`src/rtl/enemy_walker.sv`:
```
// Walking enemy slot: spawn, walk, fall under gravity, stomp/squish and despawn.
// Motion advances once per frame_clk rising edge; kill and start act immediately.
module enemy_walker #(
  parameter logic [9:0] X_SIZE     = 10'd20,
  parameter logic [9:0] Y_SIZE     = 10'd20,
  parameter logic [9:0] MARIO_HALF = 10'd20,
  parameter logic [9:0] X_STEP     = 10'd1,
  parameter logic [9:0] GRAVITY    = 10'd1,
  parameter logic [9:0] MAX_FALL   = 10'd8,
  parameter logic [9:0] X_MIN      = 10'd120,
  parameter logic [9:0] X_MAX      = 10'd519,
  parameter logic [9:0] Y_MAX      = 10'd439,
  parameter logic [9:0] SHIFT_AMT  = 10'd40,
  parameter int SQUISH_FRAMES      = 6,
  parameter int ANIM_PERIOD        = 16
) (
  input  logic       Clk,
  input  logic       Reset_n,
  input  logic       frame_clk,
  input  logic       start,
  input  logic       kill,
  input  logic       Shift,
  input  logic       spawn_dir,
  input  logic [9:0] spawnX,
  input  logic [9:0] spawnY,
  input  logic [9:0] DrawX,
  input  logic [9:0] DrawY,
  input  logic [9:0] Mario_X_Pos,
  input  logic [9:0] Mario_Y_Pos,
  input  logic [2:0] poll_left,
  input  logic [2:0] poll_right,
  input  logic [2:0] poll_down,
  output logic [9:0] X_Pos,
  output logic [9:0] Y_Pos,
  output logic [1:0] state,
  output logic       isAlive,
  output logic       kill_Mario,
  output logic       stomp,
  output logic       draw_is_enemy,
  output logic [1:0] sprite_sel
);

  typedef enum logic [1:0] {
    IDLE   = 2'd0,
    WALK   = 2'd1,
    FALL   = 2'd2,
    SQUISH = 2'd3
  } st_e;

  st_e        st_q, st_d;
  logic [9:0] x_q, x_d, y_q, y_d, yv_q, yv_d;
  logic       dir_q, dir_d;
  logic       km_q, km_d;
  logic       stomp_q, stomp_d;
  logic [1:0] spr_q, spr_d;
  logic [7:0] anim_q, anim_d;
  logic [7:0] sq_q, sq_d;
  logic [1:0] fc_q;
  logic       tick_q;

  logic [9:0] left, right, top, bot;
  logic [9:0] m_top, m_bot, lim_l, lim_r;
  logic [9:0] yv_inc, yv_cap, x_mv;
  logic       hit_stomp, hit_contact, off_field, dir_n, go_idle;

  assign left  = x_q - X_SIZE;
  assign right = x_q + X_SIZE;
  assign top   = y_q - Y_SIZE;
  assign bot   = y_q + Y_SIZE;
  assign m_top = Mario_Y_Pos - MARIO_HALF;
  assign m_bot = Mario_Y_Pos + MARIO_HALF;
  assign lim_l = left - MARIO_HALF;
  assign lim_r = right + MARIO_HALF;

  assign hit_stomp = (m_bot == top) &&
                     (Mario_X_Pos >= left) &&
                     (Mario_X_Pos < right);
  assign hit_contact = (Mario_X_Pos > lim_l) &&
                       (Mario_X_Pos < lim_r) &&
                       (m_bot > top) &&
                       (m_top < bot);
  assign off_field = (right < X_MIN) ||
                     ((st_q == FALL) && (top > Y_MAX));

  assign dir_n = (poll_left != 3'd0) ? 1'b1 :
                 ((poll_right != 3'd0) || (right >= X_MAX)) ? 1'b0 :
                 dir_q;
  assign x_mv  = (dir_n ? x_q + X_STEP : x_q - X_STEP) -
                 (Shift ? SHIFT_AMT : 10'd0);
  assign yv_inc = yv_q + GRAVITY;
  assign yv_cap = (yv_inc > MAX_FALL) ? MAX_FALL : yv_inc;

  always_comb begin
    st_d    = st_q;
    x_d     = x_q;
    y_d     = y_q;
    yv_d    = yv_q;
    dir_d   = dir_q;
    km_d    = km_q;
    stomp_d = 1'b0;
    spr_d   = spr_q;
    anim_d  = anim_q;
    sq_d    = sq_q;
    go_idle = 1'b0;
    if (kill) begin
      go_idle = 1'b1;
      km_d    = 1'b0;
    end else if (start) begin
      st_d   = WALK;
      x_d    = spawnX;
      y_d    = spawnY - Y_SIZE;
      yv_d   = '0;
      dir_d  = spawn_dir;
      km_d   = 1'b0;
      spr_d  = 2'd0;
      anim_d = '0;
      sq_d   = '0;
    end else if (tick_q) begin
      unique case (st_q)
        WALK, FALL: begin
          if (hit_stomp) begin
            st_d    = SQUISH;
            sq_d    = 8'(SQUISH_FRAMES - 1);
            stomp_d = 1'b1;
            spr_d   = 2'd2;
          end else if (hit_contact) begin
            km_d = 1'b1;
          end else if (off_field) begin
            go_idle = 1'b1;
          end else begin
            dir_d = dir_n;
            x_d   = x_mv;
            if (st_q == WALK) begin
              if (poll_down == 3'd0) begin
                st_d = FALL;
                yv_d = '0;
              end
            end else if (poll_down != 3'd0) begin
              st_d = WALK;
              yv_d = '0;
            end else begin
              yv_d = yv_cap;
              y_d  = y_q + yv_cap;
            end
            if (anim_q == 8'(ANIM_PERIOD - 1)) begin
              anim_d = '0;
              spr_d  = {1'b0, ~spr_q[0]};
            end else begin
              anim_d = anim_q + 8'd1;
            end
          end
        end
        SQUISH: begin
          if (Shift) x_d = x_q - SHIFT_AMT;
          if (sq_q == 8'd0) go_idle = 1'b1;
          else sq_d = sq_q - 8'd1;
        end
        default: ;
      endcase
    end
    // despawn returns every slot register except the sticky kill flag
    if (go_idle) begin
      st_d   = IDLE;
      x_d    = '0;
      y_d    = '0;
      yv_d   = '0;
      dir_d  = 1'b0;
      spr_d  = 2'd0;
      anim_d = '0;
      sq_d   = '0;
    end
  end

  always_ff @(posedge Clk or negedge Reset_n) begin
    if (!Reset_n) begin
      fc_q    <= '0;
      tick_q  <= 1'b0;
      st_q    <= IDLE;
      x_q     <= '0;
      y_q     <= '0;
      yv_q    <= '0;
      dir_q   <= 1'b0;
      km_q    <= 1'b0;
      stomp_q <= 1'b0;
      spr_q   <= 2'd0;
      anim_q  <= '0;
      sq_q    <= '0;
    end else begin
      fc_q    <= {fc_q[0], frame_clk};
      tick_q  <= fc_q[0] & ~fc_q[1];
      st_q    <= st_d;
      x_q     <= x_d;
      y_q     <= y_d;
      yv_q    <= yv_d;
      dir_q   <= dir_d;
      km_q    <= km_d;
      stomp_q <= stomp_d;
      spr_q   <= spr_d;
      anim_q  <= anim_d;
      sq_q    <= sq_d;
    end
  end

  logic in_x, in_y;
  assign in_x = (DrawX >= left) && (DrawX < right);
  assign in_y = (st_q == SQUISH) ? ((DrawY >= y_q) && (DrawY < bot)) :
                                   ((DrawY >= top) && (DrawY < bot));

  assign draw_is_enemy = (st_q != IDLE) && in_x && in_y;
  assign X_Pos         = x_q;
  assign Y_Pos         = y_q;
  assign state         = st_q;
  assign isAlive       = (st_q != IDLE);
  assign kill_Mario    = km_q;
  assign stomp         = stomp_q;
  assign sprite_sel    = spr_q;

endmodule

```
`config.mk`:
```
export PLATFORM = sky130hd
export DESIGN_NAME = enemy_walker
export DESIGN_NICKNAME = d
export VERILOG_FILES = /design/src/rtl/enemy_walker.sv
export SDC_FILE = /design/constraint.sdc
export NUM_CORES = 1
export LEC_CHECK = 0
export ABC_CLOCK_PERIOD_IN_PS = 5200
export BUFFER_PORTS_ARGS = -buffer_cell sky130_fd_sc_hd__buf_4
export CORE_ASPECT_RATIO = 0.7
export CORE_MARGIN = 4
export CORE_UTILIZATION = 60
export DETAILED_ROUTE_END_ITERATION = 12
export GPL_ROUTABILITY_DRIVEN = 0
export PLACE_DENSITY = 0.91
export SLEW_MARGIN = 20
export SYNTH_ARGS = -nofsm -noshare
export SYNTH_HDL_FRONTEND = slang
export SYNTH_SLANG_ARGS = --single-unit
```
`constraint.sdc`:
```
create_clock -name Clk -period 5.2 [get_ports Clk]
set_input_delay 0.26 -clock Clk [delete_from_list [all_inputs] [get_ports Clk]]
set_output_delay 0.26 -clock Clk [all_outputs]
set_load 0.01 [all_outputs]
```
==> impl_summary.log <==
INFO  metric die-height = 99.56 µm
INFO  metric placement.cell_area = 8080 µm²
INFO  metric setup_violations = 0
INFO  metric maximum_capacitance_violations = 0
INFO  metric layout_cells_sized_above_1 = 14.75%
INFO  metric finalSetupTns = 0 ns
INFO  metric synth_cell_types = 76
INFO  metric worst_ir_drop_on_vdd = 158.5 µV
INFO  metric rsz0062_at_grt = no
INFO  metric timing.final.crit_period = 4.899 ns
INFO  metric finalPower = 2.681 mW
INFO  metric areaGrowthSynthToFinish = 15.08%
INFO  metric antenna_found_initial = 0
INFO  metric die_width = roughly 140 µm
INFO  metric via_count = between 6k and 7k
INFO  metric netlist_instances = 866
INFO  metric worst_skew_pair_later_pin_latency = 0.30 ns
INFO  metric synth-edff-count = 0
INFO  metric clock_tree.htree_level_count = 2
INFO  metric start_util = between 60% and 70%
INFO  metric end_kind = register
INFO  metric yosys_warnings = 0
INFO  metric global_route.overflow_total = 0
INFO  metric drt_iter0_drc = 621
INFO  metric synth.largest_area_cell = sky130_fd_sc_hd__ha_1
INFO  metric postSynth.topFlopCell = sky130_fd_sc_hd__dfrtp_1
INFO  metric detail_route.wirelength = 19000 µm
INFO  metric num_rows = 33
INFO  metric worst_r2r_endpoint = yv_q[0]
INFO  metric grt.total_usage = 26.54%
INFO  metric synth_top_cell_area_share = 22.46%
INFO  metric hp-class = in2async
INFO  metric avgRoutedWirePerCell = 16.97 µm
INFO  metric detailroute.wirelength.met2 = roughly 8500 µm
INFO  metric status = finished clean
INFO  metric cellPowerDensity = 324.3 nW/µm²
INFO  metric routedLengthMet1 = between 8000 and 9000 µm
INFO  metric cts-buffers-inserted = 5
INFO  metric tritoncts_num_sinks = 56
INFO  metric grt_pass1_wl = between 30000 and 40000 µm
INFO  metric synth_area_leaders = sky130_fd_sc_hd__ha_1, sky130_fd_sc_hd__dfrtp_1, sky130_fd_sc_hd__xnor2_1, sky130_fd_sc_hd__a21oi_1, sky130_fd_sc_hd__xor2_1
INFO  metric diodes = 0
INFO  metric timing.reg2reg.worst_path_depth = 17
INFO  metric clockRootBuffer = sky130_fd_sc_hd__clkbuf_16
INFO  metric worst-endpoint-required = about 5.4 ns
INFO  metric maximum_number_of_pins_on_one_net_before_global_route_repair = 57
INFO  metric cp_data_arrival_time = 5.08 ns
INFO  metric cts_max_path_buffers = 2
INFO  metric synth_async_sr_flop_share = 100.0%
INFO  metric max_slew_margin = 30.27%
INFO  metric origin_of_the_critical_flop_to_flop_path = X_Pos[3]
INFO  metric drtAntennaViolNets = 0
INFO  metric ys_seq_area_share = 19.50%
INFO  metric finalHoldViolCount = 0
INFO  metric place_hpwl = 15090 µm
INFO  metric timing.final.crit_share = a little over nine tenths
INFO  metric pin_count = 104
INFO  metric fin_worst_skew = 0.007780 ns
INFO  metric drt_pass1_iterations = 5
INFO  metric tightest_slew = 1.036 ns
INFO  metric post_synth.cell_area_avg = 8.298 µm²
INFO  metric crit_type = reg2reg
INFO  metric placement.io_buffers = 103
INFO  metric worstSetupEndpoint = yv_q[0]
INFO  metric drv_slew = 0
INFO  metric cts_tree = yes
INFO  metric power.static_leakage = 3.945 nW
INFO  metric floorplan.die_area = 13820 µm²
INFO  metric cp_max_fo = 10
INFO  metric critical_path.startpoint = X_Pos[3]
INFO  metric via_per_inst = 6.180
INFO  metric critPathLaunchType = register
INFO  metric flip_flop_and_latch_count_after_synthesis = 56
INFO  metric clkTransAtPathRegs = 0.07 ns
INFO  metric setup.reg_to_reg.worst_slack = 0.30 ns
INFO  metric route.met3.wl = approximately 1500 µm
INFO  metric mappedNetlistArea = 7186 µm²
INFO  metric vias_in_the_first_global_route = 6557
INFO  metric achievable-frequency = 0.2041 GHz
INFO  metric fill_cells = 925
INFO  metric top_signal_layer_used = met4
INFO  metric placeableCoreArea = approximately 12000 µm²
INFO  metric remaining_drc_errors = 0
INFO  metric final_area = 8269 µm²
INFO  metric nNetsFinal = roughly 1.2k
==> state kept, by name, indices dropped and copies added, names as in the netlist <==
register	count
X_Pos	10
Y_Pos	10
yv_q	10
anim_q	8
sq_q	8
fc_q	2
sprite_sel	2
state	2
dir_q	1
kill_Mario	1
stomp	1
tick_q	1
==> stage by stage <==
step | setup slack (ns) | hold WS (ns) | util (%) | cells
detailed placement | 0.2572 | 0.3565 | 68.91 | 1108
global placement | 0.4642 | 0.3557 | 68.91 | 1108
finish | 0.3011 | 0.008387 | 70.52 | 1120
floorplan | 0.5582 | -0.03559 | - | 870
CTS | 0.2179 | 0.03938 | 70.19 | 1116
global route | 0.03604 | 0.06225 | 70.52 | 1120
==> worst min path at each step <==
stage | from | endpoint | depth (start not counted)
floorplan | Reset_n | X_Pos[0] | 0
global placement | Reset_n | yv_q[5] | 1
detailed placement | Reset_n | yv_q[5] | 1
CTS | Reset_n | yv_q[5] | 1
global route | frame_clk | fc_q[0] | 1
finish | Reset_n | yv_q[2] | 1
==> metal layers <==
metal	track usage, %	vias up
li1	-	3369
met4	6.466	0
met2	42.71	299
met1	37.15	3210
met5	0	-
met3	5.046	44
==> area by class of cell <==
cell class	instances	area, µm²	share of cell area [%]
clock buffers	7	142.6	1.725
clock inverters	1	7.507	0.09079
inverters	52	195.2	2.360
multi-input cells	730	5448	65.88
flip-flops and latches	56	1401	16.95
well taps	157	196.4	2.376
repair buffers	117	878.3	10.62
==> repair_timing <==
| action | 4_1_cts | 5_1_grt |
|---|---|---|
| hold buffers | 0 | 0 |
| buffers inserted | 0 | 4 |
| resized for setup | 0 | 2 |
| endpoints found under the setup margin | 0 | 18 |
==> critical path, cell delays in order, from the launching register on <==
cell and delay [ns]:
sky130_fd_sc_hd__dfrtp_1 0.54, sky130_fd_sc_hd__inv_1 0.20, sky130_fd_sc_hd__ha_1 0.27, sky130_fd_sc_hd__a2111oi_2 0.48, sky130_fd_sc_hd__xnor2_1 0.38, sky130_fd_sc_hd__nand3_1 0.23, sky130_fd_sc_hd__xnor2_1 0.18, sky130_fd_sc_hd__ha_1 0.31
sky130_fd_sc_hd__nand4_1 0.14, sky130_fd_sc_hd__nor2_1 0.13, sky130_fd_sc_hd__a311oi_1 0.10, sky130_fd_sc_hd__nand4_1 0.21, sky130_fd_sc_hd__or3b_2 0.53, sky130_fd_sc_hd__o21ai_4 0.25, sky130_fd_sc_hd__buf_4 0.23, sky130_fd_sc_hd__a21o_1 0.11
sky130_fd_sc_hd__nand2_1 0.20, sky130_fd_sc_hd__a32o_1 0.28
==> logic make-up after synthesis <==
| kind of cell | after synthesis | share of synthesized area [%] |
|---|---|---|
| buffers and inverters | 84 | 5.015 |
| other | 1 | 0.05219 |
| and+or+nand+nor | 231 | 15.90 |
| xor gates and xnor gates | 85 | 10.36 |
| adders and majority gates | 132 | 23.16 |
| AOI/OAI and AO/OA | 270 | 24.95 |
| DFF | 56 | 19.50 |
| muxes | 7 | 1.062 |
==> cell usage in the layout (no fill, tap or decap), types with 11 or more instances in the layout <==
cell type	Yosys	layout
sky130_fd_sc_hd__o31ai_1	21	21
sky130_fd_sc_hd__a21oi_1	68	68
sky130_fd_sc_hd__a211oi_1	16	16
sky130_fd_sc_hd__buf_4	1	117
sky130_fd_sc_hd__and2_1	11	11
sky130_fd_sc_hd__nor2_1	51	51
sky130_fd_sc_hd__xor2_1	35	35
sky130_fd_sc_hd__nand2_1	71	71
sky130_fd_sc_hd__nor3_1	19	19
sky130_fd_sc_hd__nand3_1	19	19
sky130_fd_sc_hd__nand4_1	11	11
sky130_fd_sc_hd__ha_1	129	129
sky130_fd_sc_hd__xnor2_1	50	50
sky130_fd_sc_hd__inv_1	51	51
sky130_fd_sc_hd__dfrtp_1	56	56
sky130_fd_sc_hd__o21ai_0	54	53
sky130_fd_sc_hd__a21o_1	25	25
==> Yosys cell counts, types with 8 or more instances <==
master                     number
sky130_fd_sc_hd__a21oi_1       68
sky130_fd_sc_hd__nand3_1       19
sky130_fd_sc_hd__a21o_1        25
sky130_fd_sc_hd__o31ai_1       21
sky130_fd_sc_hd__nand2_1       71
sky130_fd_sc_hd__and2_1        11
sky130_fd_sc_hd__ha_1         129
sky130_fd_sc_hd__nand4_1       11
sky130_fd_sc_hd__dfrtp_1       56
sky130_fd_sc_hd__nor2_1        51
sky130_fd_sc_hd__a211oi_1      16
sky130_fd_sc_hd__o21a_1         8
sky130_fd_sc_hd__clkbuf_1      18
sky130_fd_sc_hd__xnor2_1       50
sky130_fd_sc_hd__inv_1         51
sky130_fd_sc_hd__o21ai_0       54
sky130_fd_sc_hd__nand2b_1       8
sky130_fd_sc_hd__o211ai_1       8
sky130_fd_sc_hd__xor2_1        35
sky130_fd_sc_hd__buf_2          9
sky130_fd_sc_hd__nor3_1        19
==> report_power, final <==
part           leakage, nW  internal (mW)  switching, mW
logic                 3.12          0.762          0.983
clock network       0.0701          0.192          0.157
registers            0.752          0.478          0.109
total                 3.94           1.43           1.25
No activity file was read; power rests on OpenSTA's default activity.
